File: src/rtl/arb_pkg.sv
// Definitions shared by the round-robin arbiter and its response router:
// index/count width helpers and the default sizing constants.
package arb_pkg;

    function automatic int idx_width(input int n);
        return (n > 1) ? $clog2(n) : 1;
    endfunction

    function automatic int cnt_width(input int depth);
        return $clog2(depth + 1);
    endfunction

    function automatic int ptr_width(input int depth);
        return (depth > 1) ? $clog2(depth) : 1;
    endfunction

    localparam int DefNumIn    = 4;
    localparam int DefDepth    = 4;
    localparam int DefCntWidth = cnt_width(DefDepth);

    typedef logic [idx_width(DefNumIn)-1:0] idx_t;

endpackage

File: src/rtl/arb_rsp_router_idx_fifo.sv
// Plain synchronous FIFO of arbiter indices. It has no bypass, a full FIFO
// refuses pushes, an empty FIFO refuses pops, and flush drops both.
module idx_fifo
    import arb_pkg::*;
#(
    parameter  int Depth    = 4,
    parameter  int IdxWidth = 2,
    localparam int CntWidth = cnt_width(Depth),
    localparam int PtrWidth = ptr_width(Depth)
) (
    input  logic                clk_i,
    input  logic                rst_i,
    input  logic                flush_i,
    input  logic                push_i,
    input  logic [IdxWidth-1:0] data_i,
    input  logic                pop_i,
    output logic [IdxWidth-1:0] data_o,
    output logic [CntWidth-1:0] count_o,
    output logic                full_o,
    output logic                empty_o
);

    logic [IdxWidth-1:0] mem_q [Depth];
    logic [IdxWidth-1:0] mem_d [Depth];
    logic [PtrWidth-1:0] wr_ptr_q, wr_ptr_d, rd_ptr_q, rd_ptr_d;
    logic [CntWidth-1:0] count_q, count_d;
    logic                push, pop;

    assign full_o  = (count_q == CntWidth'(Depth));
    assign empty_o = (count_q == '0);
    assign data_o  = mem_q[rd_ptr_q];
    assign count_o = count_q;

    always_comb begin
        push     = push_i & ~full_o & ~flush_i;
        pop      = pop_i & ~empty_o & ~flush_i;
        mem_d    = mem_q;
        wr_ptr_d = wr_ptr_q;
        rd_ptr_d = rd_ptr_q;
        count_d  = count_q;
        // Wrap by compare so non-power-of-two depths work.
        if (push) begin
            mem_d[wr_ptr_q] = data_i;
            wr_ptr_d = (wr_ptr_q == PtrWidth'(Depth - 1)) ? '0 : wr_ptr_q + 1'b1;
        end
        if (pop) begin
            rd_ptr_d = (rd_ptr_q == PtrWidth'(Depth - 1)) ? '0 : rd_ptr_q + 1'b1;
        end
        if (push && !pop) begin
            count_d = count_q + 1'b1;
        end else if (pop && !push) begin
            count_d = count_q - 1'b1;
        end
        if (flush_i) begin
            wr_ptr_d = '0;
            rd_ptr_d = '0;
            count_d  = '0;
        end
    end

    always_ff @(posedge clk_i) begin
        if (rst_i) begin
            wr_ptr_q <= '0;
            rd_ptr_q <= '0;
            count_q  <= '0;
        end else begin
            wr_ptr_q <= wr_ptr_d;
            rd_ptr_q <= rd_ptr_d;
            count_q  <= count_d;
        end
    end

    always_ff @(posedge clk_i) begin
        mem_q <= mem_d;
    end

endmodule

File: src/rtl/arb_rsp_router.sv
// Response-return stage behind the arbitration tree. It tracks the winner
// of every accepted request and steers in-order responses back to it.
module arb_rsp_router
    import arb_pkg::*;
#(
    parameter int NumIn     = 4,
    parameter int DataWidth = 32,
    parameter int Depth     = 4,
    parameter int IdxWidth  = idx_width(NumIn),
    parameter int CntWidth  = cnt_width(Depth)
) (
    input  logic                 clk_i,
    input  logic                 rst_i,
    input  logic                 flush_i,
    input  logic                 arb_req_i,
    input  logic [IdxWidth-1:0]  arb_idx_i,
    output logic                 arb_gnt_o,
    output logic                 slv_req_o,
    input  logic                 slv_gnt_i,
    input  logic                 rsp_valid_i,
    input  logic [DataWidth-1:0] rsp_data_i,
    output logic                 rsp_ready_o,
    output logic [NumIn-1:0]     rsp_valid_o,
    output logic [DataWidth-1:0] rsp_data_o,
    input  logic [NumIn-1:0]     rsp_ready_i,
    output logic [CntWidth-1:0]  outstanding_o,
    output logic                 err_o
);

    logic                fifo_full, fifo_empty;
    logic [IdxWidth-1:0] fifo_head, head;
    logic                push;
    logic                err_q, err_d;

    // full is registered, so the grant never depends on the response path.
    assign slv_req_o  = arb_req_i & ~fifo_full;
    assign arb_gnt_o  = slv_gnt_i & ~fifo_full;
    assign push       = arb_req_i & slv_gnt_i & ~fifo_full;
    assign rsp_data_o = rsp_data_i;

    idx_fifo #(
        .Depth    (Depth),
        .IdxWidth (IdxWidth)
    ) u_idx_fifo (
        .clk_i   (clk_i),
        .rst_i   (rst_i),
        .flush_i (flush_i),
        .push_i  (push),
        .data_i  (arb_idx_i),
        .pop_i   (rsp_valid_i & rsp_ready_o),
        .data_o  (fifo_head),
        .count_o (outstanding_o),
        .full_o  (fifo_full),
        .empty_o (fifo_empty)
    );

    if (NumIn == 1) begin : g_single
        assign head = '0;
    end else begin : g_multi
        assign head = fifo_head;
    end

    always_comb begin
        rsp_valid_o = '0;
        rsp_ready_o = 1'b0;
        if (!fifo_empty) begin
            for (int i = 0; i < NumIn; i++) begin
                if (head == IdxWidth'(i)) begin
                    rsp_valid_o[i] = rsp_valid_i;
                    rsp_ready_o    = rsp_ready_i[i];
                end
            end
        end
    end

    always_comb begin
        err_d = err_q | (rsp_valid_i & fifo_empty);
        if (flush_i) begin
            err_d = 1'b0;
        end
    end

    always_ff @(posedge clk_i) begin
        if (rst_i) begin
            err_q <= 1'b0;
        end else begin
            err_q <= err_d;
        end
    end

    assign err_o = err_q;

endmodule

File: config.mk
export PLATFORM = sky130hd
export DESIGN_NAME = arb_rsp_router
export DESIGN_NICKNAME = d
export VERILOG_FILES = /design/src/rtl/arb_pkg.sv /design/src/rtl/arb_rsp_router_idx_fifo.sv /design/src/rtl/arb_rsp_router.sv
export SDC_FILE = /design/constraint.sdc
export NUM_CORES = 1
export LEC_CHECK = 0
export BUFFER_PORTS_ARGS = -buffer_cell sky130_fd_sc_hd__buf_2
export CELL_PAD_IN_SITES_DETAIL_PLACEMENT = 1
export CELL_PAD_IN_SITES_GLOBAL_PLACEMENT = 1
export CORE_UTILIZATION = 29
export CTS_CLUSTER_SIZE = 40
export DETAILED_ROUTE_END_ITERATION = 6
export GPL_TIMING_DRIVEN = 0
export PLACE_DENSITY = 0.92
export SYNTH_ARGS = -nofsm -noshare
export SYNTH_HDL_FRONTEND = slang
export SYNTH_HIERARCHICAL = 1
export SYNTH_SLANG_ARGS = --single-unit
File: constraint.sdc
create_clock -name clk_i -period 9.7 [get_ports clk_i]
set_input_delay 0 -clock clk_i [delete_from_list [all_inputs] [get_ports clk_i]]
set_output_delay 0 -clock clk_i [all_outputs]
set_load 0.01 [all_outputs]
# Word level (Yosys, flattened, before mapping)
# Index checks and enable logic that the tools add are counted.
# totals
latchBits	0
ramBits	0
romBits	0
in_bits	44
regBits	16
output_inout_bits	43
memories	0
# classes
n_div	0
n_bitwise	16
addsub	4
n_mux	20
n_reduce_logical	9
mul	0
n_eq_ne	6
shifts	0
n_lt_le_gt_ge	3
# op_table
op	count
bitwise AND 1 bit	10
2-to-1 mux 2 bit	5
2-to-1 mux 1 bit	9
bitwise mux 8 bit	1
equality test 2 bit (second input constant)	4
greater-or-equal comparator 3 bit (second input constant)	2
2-to-1 mux 3 bit	2
inverter 2 -> 3 bit	2
adder 2 x 1 -> 2 bit (second input constant)	2
binary-select mux 2 bit (select 2 bit)	1
demux 2 bit (select 2 bit)	1
2-to-1 mux 4 bit	1
adder 3 x 1 -> 3 bit (second input constant)	1
equality test 3 bit (second input constant)	1
logical AND 1 bit	3
logical NOT 3 bit	1
< comparator 3 x 1 -> 1 bit (second input constant)	1
inverter 1 bit	3
subtractor 3 x 1 -> 3 bit (second input constant)	1
equality test 2 x 1 -> 1 bit (second input constant)	1
logical NOT 1 bit	2
logical NOT 2 bit	1
nonzero test 2 bit	1
OR reduction 2 bit	1
OR 1 bit	1

# Longest topological paths before layout
# Gate-level depths: netlist (run 1).
# depth
ltp_word	16
depth_mapped	11

# By module
# The synthesis (run 1) kept the hierarchy.
# by_module_without_submodules
mod	instances	area_per_inst_um2	seq_area_each_um2	cells_per_inst
idx_fifo	1	733.2	380.4	59
arb_rsp_router	1	369.1	20.0	45

# Worst setup path after synthesis (run 1)
# OpenSTA, ideal clock, no wires.
# synth_path
kind	reg2reg
startpoint	register u_idx_fifo.rd_ptr_q[0]
endpoint	register u_idx_fifo.count_q[2] (netlist: u_idx_fifo/count_o[2])
stages_incl_launch_ff	12
path_slack_ns	6.617
path_buffers	1
synth_period_minus_slack_ns	3.083
arrival_time_ns	3.008
path_cell_list	dfxtp_1 -> mux4_2 -> mux4_2 -> and3b_1 -> or3b_1 -> buf_2 -> ha_1 -> inv_1 -> fa_1 -> xor2_1 -> or3_1 -> a21boi_0
# synth_via
elab_chain_len	16
word_cells_on_any_way	21
cone_classes	eq/ne (3); mux (9); bitwise (4); reduce/logical (5)
# synth_rtl
item	line	text
start, declared	arb_rsp_router_idx_fifo.sv:25	logic [PtrWidth-1:0] wr_ptr_q, wr_ptr_d, rd_ptr_q, rd_ptr_d;
start signal, assigned	arb_rsp_router_idx_fifo.sv:68	rd_ptr_q <= rd_ptr_d;
inverter 2 -> 3 bit (implied by the code) *	arb_rsp_router_idx_fifo.sv:31	assign data_o = mem_q[rd_ptr_q];
binary-select mux 2 bit (select 2 bit) *	arb_rsp_router_idx_fifo.sv:31	
2-to-1 mux 2 bit (implied by the code) * (2 in a row)	arb_rsp_router_idx_fifo.sv:31	
net fifo_head[0]	arb_rsp_router.sv:31	logic [IdxWidth-1:0] fifo_head, head;
logical NOT 2 bit	arb_rsp_router.sv:68	if (head == IdxWidth'(i)) begin
2-to-1 mux 1 bit (3 in a row)	arb_rsp_router.sv:68	
2-to-1 mux 1 bit *	arb_rsp_router.sv:68	
2-to-1 mux 1 bit *	arb_rsp_router.sv:66	if (!fifo_empty) begin
bitwise AND 1 bit *	arb_rsp_router.sv:50	.pop_i (rsp_valid_i & rsp_ready_o),
bitwise AND 1 bit * (2 in a row)	arb_rsp_router_idx_fifo.sv:36	pop = pop_i & ~empty_o & ~flush_i;
logical NOT 1 bit	arb_rsp_router_idx_fifo.sv:49	if (push && !pop) begin
logical AND 1 bit	arb_rsp_router_idx_fifo.sv:49	
2-to-1 mux 3 bit / nonzero test 2 bit (equally long branches)	-	
end signal, assigned	arb_rsp_router_idx_fifo.sv:69	count_q <= count_d;
end, declared	arb_rsp_router_idx_fifo.sv:26	logic [CntWidth-1:0] count_q, count_d;
# The timed path passes the listed nets; every way through them passes the cells marked *. The select of a mux whose other input is x is not followed.
# A chain may end at the register's enable or synchronous reset.

# Final worst setup path (run 1)
# Same ends and word-level chain as after synthesis.

==> metrics.cfg, run 1 <==
[logic_synthesis]
yosys_register_bits = 16
yosysSeqAreaShare_pct = 36.32
synth_edf_count = 8
mappedNetlistNets = 155
synth_most_common_cell = buf_4
synthDominantCellAreaShare_pct = 21.79
postSynthAreaPerCell_um2 = 10.60
postSynthCellCount = 104
postSynth.topFlopCell = edfxtp_1
synth_warnings = 6
syn_area_um2 = 1102
yosys-top-cells-count = 32 x buf_4, 8 x dfxtp_1, 8 x edfxtp_1, 8 x nand2_1, 6 x ha_1
synthDominantAreaCellType = buf_4
synthDistinctLibCells = 27
synth-async-reset-ratio_pct = 0
top_cells_by_area_synth = buf_4 22%, edfxtp_1 22%, dfxtp_1 15%

[job]
max_cap_viol_count = 0

[grt]
globalRoute.busiestLayer = met2
grt_pass1_wl_um = 3732
use_met2_pct = 22.87
groute.usage.overall_pct = 11.66
globalRoute.totalOverflow = 0
grt_antenna_before_repair = 0
grt_start_max_net_pins = 10
grtUsageMet3_pct = 3.986
number_of_global_route_vias_before_repair = 885
grt_use_met1_pct = 10.81

[timing]
rsz0062_at_grt = false
tightest_slew_ns = 0.6909
layout_min_cycle_time_ns = 3.298
finalMaxSlewViolations = 0
achievable_freq_mhz = 303.2
final.setup_skew_ns = 0.005820
fin_tns_setup_ns = 0
final-hold-violation-count = 0
holdWs_ns = 0.1253
setup_violations = 0
fin_crit_sh_pct = 34.00
timing.slew.headroom_pct = 53.59

[worst_setup_path]
critical-path-max-stage-delay_ns = 0.59
ff_to_ff_setup_slack_ns = 6.40
worstReg2RegEnd = u_idx_fifo/count_o[2]
worst_path_max_delay_cell = mux4_2
critical_path.n_buffers_inverters = 2
crit_path_end_kind = flop
critical_path_class = reg -> reg
timing.critical_path.required_ns = 9.88
critPathMostFrequentCell = mux4_2
crit_family = multiplexers
r2r-start = u_idx_fifo/rd_ptr_q[0]
crit_chain = mux4_2, mux4_2, and3b_1, or3b_1, buf_2, ha_1, inv_1, fa_1, xor2_1, or3_1, a21boi_0
ff2ff_path_depth = 11
cp_max_fo = 5
worstPathArrival_ns = 3.47
start_kind = flop

[clock_network]
cts.root.buffer_cell = clkbuf_8
h-tree-depth = 1
sinks_on_the_clock_net = 16
clockBufferDepth = 2
clk_latency_ns = 0.24
number_of_setup_buffers_added_after_cts = 0
path_clk_slew_ns = 0.06
numCtsBuffers = 3
tritoncts = built

[power]
power_report.internal_total_mw = 0.1209
power_frac_seq_pct = 46.0
power.density_cell_area_nw_per_um2 = 104.0
combPwrFrac_pct = 21.9
leakage_nw = 0.7482
switching_power_mw = 0.03697
ir_drop_mv = 0.03369
share_clk_of_total_power_pct = 32.1
switching_share_pct = 23.42

[drt]
num_vias = 943
post-route-drc-count = 0
detail_route.first_pass.iterations = 2
detail_route.vias_per_cell = 4.407
drt.antenna.violating_nets = 0
post_detailed_routing_wire_length_um = 2480
wl_per_cell_um = 11.59
dr.first_iter.drc_count = 19

[finish]
diodes = 0
num-nets-final = 218
drive_above_1_share_pct = 57.83
areaGrowthSynthToFinish_pct = 37.68

[worst_hold_path]
min_path_cells = 3
holdPathEnd = err_o
worstHoldStart = rsp_valid_i
hp-class = in -> reg

[die]
core_area_um2 = 3661
dieArea_um2 = 4051
floorplan.rows = 22
start_util_pct = 30.11
design.portCount = 87
die_width_um = 63.65
chipHeight_um = 63.65

[placement]
gp_congestion = 0.6511
place_hpwl_um = 1996
placement.io_buffers = 54

[status]
outcome = finished clean

-- per-stage QoR --
| stage | power [mW] | area [um2] | std cells | util, % | setup WS [ns] |
|---|---|---|---|---|---|
| floorplan | 0.09495 | 1102 | 104 | - | 6.617 |
| global placement | 0.1063 | 1433 | 206 | 39.13 | 6.479 |
| detailed placement | 0.1075 | 1433 | 206 | 39.13 | 6.437 |
| CTS | 0.1605 | 1518 | 214 | 41.46 | 6.384 |
| global route | 0.1658 | 1518 | 214 | 41.46 | 6.243 |
| finish | 0.1579 | 1518 | 214 | 41.46 | 6.402 |
-- cells in the final DEF, fill, tap and decap left out, drive strengths merged --
cell type and instances:
clkbuf 4, dfxtp 8, or3 1, mux4 3, inv 3, mux2i 5
fa 1, dlygate4sd3 4, nor3 4, buf 87, ha 6, edfxtp 8
and2 5, and4bb 1, a21boi 1, o21ai 1, nor2 3, and4b 1
nor4b 1, nor4bb 1, nor3b 2, or3b 1, and3b 1, nand2 8
xor2 2, a21oi 1, nor2b 3
-- metal layers --
metal	share of wire (%)	wire length (um)
met5	0	0
met2	57	1409
met3	8.1	200
met1	34	849
met4	0.85	21
-- registers in the layout, indices dropped and copies added, names as in the netlist --
name                 count
u_idx_fifo/rd_ptr_q      2
u_idx_fifo/count_o       3
u_idx_fifo/wr_ptr_q      2
err_o                    1
u_idx_fifo/mem_q         8
-- power by group through the flow --
stage               logic, mW  registers (mW)  clock network (mW)
floorplan              0.0207          0.0742                   0
global placement       0.0323          0.0740                   0
detailed placement     0.0334          0.0741                   0
CTS                    0.0348          0.0726              0.0530
global route           0.0372          0.0727              0.0559
finish                 0.0345          0.0727              0.0507
-- tightest hold or removal path, cell delays in order --
cell	delay, ns
buf_2	0.12
a21oi_1	0.08
nor3_1	0.12
-- cell type report --
cell class                      count  area [um2]
Inverter                            3       11.26
Fill cell                         447        2143
Clock buffer                        4       45.04
Buffer                             33       245.2
Timing Repair Buffer               58       310.3
Multi-Input combinational cell     52       445.4
Tap cell                           48       60.06
Sequential cell                    16       400.4
-- how the worst max path moves through the flow --
stage                                  to              startpoint  depth (start not counted)
floorplan           u_idx_fifo/count_o[2]  u_idx_fifo/rd_ptr_q[0]                         11
global placement    u_idx_fifo/count_o[2]  u_idx_fifo/rd_ptr_q[0]                         11
detailed placement  u_idx_fifo/count_o[2]  u_idx_fifo/rd_ptr_q[0]                         11
CTS                 u_idx_fifo/count_o[2]  u_idx_fifo/rd_ptr_q[0]                         11
global route        u_idx_fifo/count_o[2]  u_idx_fifo/rd_ptr_q[0]                         11
finish              u_idx_fifo/count_o[2]  u_idx_fifo/rd_ptr_q[0]                         11
-- timing repair --
action | in CTS | in global routing
hold endpoints to repair | 11 | 0
hold buffers | 4 | 0
gates resized for setup | 0 | 0
-- cell families after synthesis --
logic type / Yosys count / share of synthesized area [%]
flops: 16 / 36.32
simple gates: 32 / 17.94
fa+ha+maj: 7 / 8.626
xor+xnor: 2 / 1.589
mux: 8 / 10.67
buf+inv: 36 / 23.27
compound gates: 3 / 1.588
Note: power is estimated with default switching activity, not from simulation.
==> run 2: changes to the inputs <==
ABC_AREA = 1   (was unset)
CORE_UTILIZATION = 27   (was 29)
PLACE_DENSITY = 0.88   (was 0.92)
clock period = 3.3 ns   (was 9.7 ns; I/O delays follow)
==> run 2 against run 1 <==
Against the previous run: area after synthesis is 10% higher; final area rose by 6.3%; clock power rose to 2.9 times the previous value; sequential cell count unchanged; sequential power increased to 2.9 times the previous value; non-clock buffer count down 2; highest routed layer unchanged.
==> metrics.cfg, run 2 <==
[status]
outcome = finished clean

[worst_hold_path]
holdPathEnd = err_o
min_path_cells = 4  ; +1
hp-class = in -> reg
worstHoldStart = rst_i

[die]
design.portCount = 87  ; unchanged
chipHeight_um = 69.05  ; +8.5%
floorplan.rows = 24  ; +9.1%
core_area_um2 = 4324  ; +18%
dieArea_um2 = 4767  ; +18%
die_width_um = 69.05  ; +8.5%
start_util_pct = 28.07  ; -2.0 points

[drt]
wl_per_cell_um = 9.952  ; -14%
post_detailed_routing_wire_length_um = 2687  ; +8.3%
num_vias = 1134  ; +20%
detail_route.vias_per_cell = 4.200  ; -4.7%
drt.antenna.violating_nets = 0  ; unchanged
dr.first_iter.drc_count = 12  ; -7
detail_route.first_pass.iterations = 4  ; +2
post-route-drc-count = 0  ; unchanged

[clock_network]
number_of_setup_buffers_added_after_cts = 0  ; unchanged
clockBufferDepth = 2  ; unchanged
clk_latency_ns = 0.25  ; about the same
cts.root.buffer_cell = clkbuf_8
sinks_on_the_clock_net = 16  ; unchanged
h-tree-depth = 1  ; unchanged
path_clk_slew_ns = 0.06  ; about the same
numCtsBuffers = 3  ; unchanged
postCtsResizedCells = 0  ; unchanged
tritoncts = built

[power]
switching_share_pct = 24.76  ; +1.3 points
share_clk_of_total_power_pct = 31.6  ; -0.5 points
power.density_cell_area_nw_per_um2 = 292.6  ; +180%
combPwrFrac_pct = 23.1  ; +1.2 points
power_frac_seq_pct = 45.3  ; -0.7 points
ir_drop_mv = 0.09375  ; +180%
power_report.internal_total_mw = 0.3554  ; +190%
switching_power_mw = 0.1169  ; +220%
leakage_nw = 0.8580  ; +15%
p_total_mw = 0.4723  ; +200%

[logic_synthesis]
synth_most_common_cell = buf_4
postSynth.topFlopCell = edfxtp_1
synth_edf_count = 8  ; unchanged
top_cells_by_area_synth = buf_4 20%, edfxtp_1 20%, dfxtp_1 13%
synth-async-reset-ratio_pct = 0  ; unchanged
yosysSeqAreaShare_pct = 32.99  ; -3.3 points
yosys-top-cells-count = 33 x buf_4, 24 x inv_1, 23 x nor2_1
synthDominantAreaCellType = buf_4
postSynthAreaPerCell_um2 = 7.681  ; -28%
synth_warnings = 6  ; unchanged
synthDominantCellAreaShare_pct = 20.41  ; -1.4 points
yosys_register_bits = 16  ; unchanged
synthDistinctLibCells = 23  ; -15%
postSynthCellCount = 158  ; +52%
syn_area_um2 = 1214  ; +10%
mappedNetlistNets = 209  ; +35%

[worst_setup_path]
critical_path_class = reg -> reg
r2r-start = u_idx_fifo/rd_ptr_q[0]
cp_max_fo = 7  ; +2
worst_path_max_delay_cell = dfxtp_1
start_kind = flop
worstPathArrival_ns = 2.80  ; -0.67 ns
crit_chain = o21ai_0, o22ai_1, inv_2, nand3b_2, nand2_2, nor3_2, inv_1, nor2_2, nand2_2, ha_1, inv_1, fa_1, o21ai_1, nor2_1
ff2ff_path_depth = 14  ; +3
critical-path-max-stage-delay_ns = 0.45  ; -0.14 ns
crit_path_end_kind = flop
ff_to_ff_setup_slack_ns = 0.65  ; -5.75 ns
worstReg2RegEnd = u_idx_fifo/count_o[1]
timing.critical_path.required_ns = 3.45  ; -6.43 ns

[grt]
number_of_global_route_vias_before_repair = 1068  ; +21%
grt_pass1_wl_um = 4388  ; +18%
grt_start_max_net_pins = 10  ; unchanged
groute.usage.overall_pct = 11.02  ; -0.64 points
use_met2_pct = 20.17  ; -2.7 points
grtUsageMet3_pct = 4.971  ; +0.99 points
grt_antenna_before_repair = 0  ; unchanged
globalRoute.busiestLayer = met2
globalRoute.totalOverflow = 0  ; unchanged
grt_use_met1_pct = 10.74  ; -0.077 points

[timing]
achievable_freq_mhz = 377.4  ; +24%
fin_crit_sh_pct = 80.30  ; +46 points
final-hold-violation-count = 0  ; unchanged
finalMaxSlewViolations = 0  ; unchanged
fin_tns_setup_ns = 0  ; unchanged
final.setup_skew_ns = 0.004509  ; -0.001311 ns
layout_min_cycle_time_ns = 2.650  ; -0.6478 ns
tightest_slew_ns = 0.4638  ; -0.2270 ns
timing.slew.headroom_pct = 69.08  ; +15 points
rsz0062_at_grt = false
setup_violations = 0  ; unchanged

[finish]
most-common-layout-cells = 54 x buf_2, 33 x buf_4, 24 x inv_1, 23 x nor2_1, 17 x nand2_1
drive_above_1_share_pct = 48.62  ; -9.2 points
commonest_non_fill_non_tap_cell_in_the_layout = buf_2
num-nets-final = 270  ; +24%
largest_register = u_idx_fifo/mem_q
areaGrowthSynthToFinish_pct = 32.99
number_of_flip_flops_under_the_largest_register_name = 8  ; unchanged
diodes = 0  ; unchanged

[placement]
gp_congestion = 0.7021  ; +7.8%
placement.io_buffers = 54  ; unchanged
place_hpwl_um = 2312  ; +16%

[job]
max_cap_viol_count = 0  ; unchanged

run 2: cell count changes after synthesis, sizes merged, moves of 3 or more:
cell	delta
and2	-5
inv	+25
mux2i	-5
mux4	-3
nand2	+13
nand3	+4
nand3b	+3
nor2	+26
nor2b	-3
o21ai	+5
run 2: worst max path at each step:
stage                                      start  depth (start not counted)                     to  slack (ns)
after global routing      u_idx_fifo/rd_ptr_q[0]                         17  u_idx_fifo/count_o[2]        0.38
after floorplan           u_idx_fifo/rd_ptr_q[0]                         14  u_idx_fifo/count_o[1]        0.95
final                     u_idx_fifo/rd_ptr_q[0]                         14  u_idx_fifo/count_o[1]        0.65
after global placement    u_idx_fifo/rd_ptr_q[0]                         14  u_idx_fifo/count_o[1]        0.70
after detailed placement  u_idx_fifo/rd_ptr_q[0]                         14  u_idx_fifo/count_o[1]        0.63
after CTS                 u_idx_fifo/rd_ptr_q[0]                         14  u_idx_fifo/count_o[1]        0.60
run 2: worst max-delay path, delay by kind of cell, from the launching register on:
family	cells	cell delay, ns
adders and majority gates	2	0.62
DFF	1	0.45
buffers and inverters	3	0.26
AOI/OAI and AO/OA	3	0.67
and+or+nand+nor	6	0.55
run 2: routing by layer:
| metal | part of all wire [%] | wire length, um | vias to the layer above |
|---|---|---|---|
| met5 | 0 | 0 | - |
| met4 | 1.2 | 31 | 0 |
| met3 | 11 | 301 | 4 |
| met2 | 51 | 1377 | 58 |
| met1 | 36 | 976 | 499 |
| li1 | - | - | 573 |
run 2: cell families (layout without fill, tap and decap cells):
kind of cell	Yosys count	after routing	synth area share, %
DFF	16	16	32.99
and+or+nand+nor	62	62	24.74
buffers and inverters	61	121	29.07
AOI/OAI and AO/OA	12	12	5.361
adders and majority gates	7	7	7.835
run 2: cell type report:
type,count,area (um2)
clock buffer,4,45.04
multi-input combinational,81,460.4
tap,52,65.06
timing repair buffer,56,290.3
inverter,28,105.1
fill,575,2710
sequential,16,400.4
buffer,33,247.7
run 2: per-stage QoR:
step | instance area [um2] | hold slack (ns) | utilization, % | instances | setup WS (ns)
3_5_place_dp | 1549 | 0.1837 | 35.82 | 264 | 0.6326
2_1_floorplan | 1214 | 0.09177 | - | 158 | 0.9459
3_3_place_gp | 1549 | 0.1834 | 35.82 | 264 | 0.6970
4_1_cts | 1614 | 0.02842 | 37.33 | 270 | 0.5982
5_1_grt | 1614 | 0.03756 | 37.33 | 270 | 0.3800
6_report | 1614 | 0.03251 | 37.33 | 270 | 0.6500
run 2: repair_timing:
action,4_1_cts,5_1_grt
hold endpoints to repair,8,0
endpoints found under the setup margin,0,0
hold buffers,2,0
run 2: power groups by stage:
| stage | Clock (mW) | Sequential [mW] | Combinational, mW |
|---|---|---|---|
| global route | 0.160 | 0.214 | 0.119 |
| detailed placement | 0 | 0.218 | 0.109 |
| CTS | 0.153 | 0.214 | 0.111 |
| finish | 0.149 | 0.214 | 0.109 |
| floorplan | 0 | 0.219 | 0.0699 |
| global placement | 0 | 0.218 | 0.105 |
==> run 3: changes to the inputs <==
ABC_AREA = 0   (was 1)
CORE_UTILIZATION = 24   (was 27)
PLACE_DENSITY = 0.82   (was 0.88)
clock period = 2.1 ns   (was 3.3 ns; I/O delays follow)
==> run 3 against run 2 <==
Against the previous run: the run now ends with negative setup slack left; clock skew shrank 0.0012 ns; setup slack lost 1.5 ns; clock power is 56% higher; wire length shrank 11%; fmax shrank 9.9%; non-clock buffer count rose by 5; sequential share of layout area up 0.93 points; register-to-register slack worse by 1.5 ns; via count shrank 17%; count of clock-buffer cells in the layout fell by 1; global-route usage down 1.3 points.
==> metrics.cfg, run 3 (synthesis results as in run 1) <==
[finish]
diodes = 0  ; unchanged
seqCellArea_um2 = 404.1  ; +0.94%
most-common-layout-cells = 54 x buf_2, 36 x buf_4, 8 x nand2_1, 8 x edfxtp_1, 7 x dfxtp_1
areaGrowthSynthToFinish_pct = 42.45
layout.core_utilization_pct = 35.82  ; -1.5 points
largest_register = u_idx_fifo/mem_q
commonest_non_fill_non_tap_cell_in_the_layout = buf_2
drive_above_1_share_pct = 62.13  ; +14 points
num-fill-cells = 525  ; -8.7%
finalNonFillerCells = 221  ; -18%
footprint_of_the_multi_input_gates_um2 = 462.9  ; +0.54%
num-nets-final = 221  ; -18%
finish.instance_area_um2 = 1570  ; -2.7%
number_of_flip_flops_under_the_largest_register_name = 8  ; unchanged

[worst_setup_path]
r2r-start = u_idx_fifo/rd_ptr_q[0]
critPathMostFrequentCell = mux4_2
start_kind = flop
critical-path-max-stage-delay_ns = 0.53  ; +0.08 ns
crit_chain = mux4_2, mux4_2, and3b_1, or3b_4, ha_4, inv_2, fa_2, xor2_1, or3_1, a21boi_1
worstReg2RegEnd = u_idx_fifo/count_o[2]
cp_max_fo = 3  ; -4
cp_startpoint = u_idx_fifo/rd_ptr_q[0]
timing.critical_path.required_ns = 2.28  ; -1.17 ns
worst_path_max_delay_cell = mux4_2
critical_path.n_buffers_inverters = 1  ; -2
crit_family = multiplexers
crit_path_end_kind = flop
worstPathArrival_ns = 3.12  ; +0.32 ns
critical_path_class = reg -> reg
ff_to_ff_setup_slack_ns = -0.84  ; -1.49 ns
ff2ff_path_depth = 10  ; -4

[timing]
final.setup_skew_ns = 0.003289  ; -0.001220 ns
achievable_freq_mhz = 340.1  ; -9.9%
timing.slew.headroom_pct = 47.94  ; -21 points
final-hold-violation-count = 0  ; unchanged
finalMaxSlewViolations = 0  ; unchanged
layout_setup_ws_ns = -0.8402  ; -1.490 ns
fin_crit_sh_pct = 140.0  ; +60 points
layout_min_cycle_time_ns = 2.940  ; +0.2902 ns
tightest_slew_ns = 0.7749  ; +0.3111 ns
rsz0062_at_grt = true
setup_violations = 5  ; +5

[clock_network]
h-tree-depth = 1  ; unchanged
path_clk_slew_ns = 0.06  ; about the same
clk_latency_ns = 0.25  ; about the same
clockBufferDepth = 2  ; unchanged
numCtsBuffers = 3  ; unchanged
tritoncts = built
cts.root.buffer_cell = clkbuf_8
sinks_on_the_clock_net = 16  ; unchanged

[drt]
num_vias = 938  ; -17%
post_detailed_routing_wire_length_um = 2394  ; -11%
dr.first_iter.drc_count = 5  ; -7
wl_per_cell_um = 10.83  ; +8.8%
post-route-drc-count = 0  ; unchanged
detail_route.vias_per_cell = 4.244  ; +1.1%
drt.antenna.violating_nets = 0  ; unchanged
detail_route.first_pass.iterations = 3  ; -1

[die]
die_width_um = 69.77  ; +1.1%
floorplan.rows = 24  ; unchanged
design.portCount = 87  ; unchanged
core_area_um2 = 4384  ; +1.4%
chipHeight_um = 69.77  ; +1.1%
dieArea_um2 = 4868  ; +2.1%
start_util_pct = 25.14  ; -2.9 points

[grt]
grt_antenna_before_repair = 0  ; unchanged
number_of_global_route_vias_before_repair = 895  ; -16%
grt_pass1_wl_um = 3857  ; -12%
groute.usage.overall_pct = 9.694  ; -1.3 points
grt_start_max_net_pins = 10  ; unchanged
globalRoute.totalOverflow = 0  ; unchanged

[power]
ir_drop_mv = 0.2364  ; +150%
leakage_nw = 0.7710  ; -10%
power.density_cell_area_nw_per_um2 = 463.7  ; +58%

[placement]
place_hpwl_um = 1909  ; -17%
placement.io_buffers = 54  ; unchanged
gp_congestion = 0.7202  ; +2.6%
cell_count_after_placement = 210  ; -20%
placement.cell_area_um2 = 1463  ; -5.6%

[job]
max_cap_viol_count = 0  ; unchanged

[status]
violations_in_the_final_reports = negative setup slack
outcome = finished with violations

[worst_hold_path]
holdPathEnd = err_o
min_path_cells = 2  ; -2
hp-class = in -> reg
worstHoldStart = flush_i

run 3: cell count changes in the layout (fill, tap and decap cells not counted), sizes merged, moves of 4 or more:
cell / delta
mux2i: +5
inv: -25
o21ai: -5
nand2: -13
buf: +4
nand3: -4
nor2: -26
and2: +5
run 3: layout make-up:
class | instances | area share [%]
Clock inverter | 1 | 0.2390
Clock buffer | 3 | 2.629
Inverter | 3 | 0.7171
Multi-Input combinational cell | 52 | 29.48
Sequential cell | 16 | 25.74
Timing Repair Buffer | 62 | 21.75
Buffer | 32 | 15.30
Tap cell | 52 | 4.143
run 3: through the flow:
step / total power [mW] / hold slack [ns] / TNS [ns] / setup WS, ns
2_1_floorplan: 0.4396 / 0.07679 / -1.710 / -0.7508
3_3_place_gp: 0.4937 / 0.1839 / -2.175 / -0.8723
3_5_place_dp: 0.4973 / 0.1842 / -2.239 / -0.9095
4_1_cts: 0.7394 / 0.02057 / -2.321 / -0.8731
5_1_grt: 0.7619 / 0.04054 / -2.656 / -0.9491
6_report: 0.7281 / 0.02430 / -2.134 / -0.8402
run 3: worst max path at each step:
stage | slack, ns | cells after the start | endpoint
after detailed placement | -0.91 | 11 | u_idx_fifo/count_o[2]
final | -0.84 | 10 | u_idx_fifo/count_o[2]
after floorplan | -0.75 | 11 | u_idx_fifo/count_o[2]
after global routing | -0.95 | 10 | u_idx_fifo/count_o[2]
after global placement | -0.87 | 11 | u_idx_fifo/count_o[2]
after CTS | -0.87 | 11 | u_idx_fifo/count_o[2]
run 3: what timing repair did:
action                                  in CTS  in global routing
hold endpoints to repair                    11                  0
endpoints found under the setup margin       5                  5
buffers inserted                             4                  1
hold buffers                                 3                  0
resized for setup                            0                  2
pin swaps                                    2                  2
run 3: metal layers:
| metal | vias up | share of wire [%] | GRT usage (%) |
|---|---|---|---|
| li1 | 452 | - | - |
| met1 | 437 | 37 | 9.765 |
| met3 | 4 | 7.6 | 1.163 |
| met4 | 0 | 1.0 | 4.000 |
| met5 | - | 0 | 0 |
| met2 | 45 | 54 | 19.55 |
run 3: power breakdown:
group | switching [mW] | internal (mW) | leakage [nW] | total, mW
Combinational | 0.0669 | 0.0942 | 0.610 | 0.161
Sequential | 0.00355 | 0.331 | 0.138 | 0.334
Clock | 0.103 | 0.130 | 0.0231 | 0.233
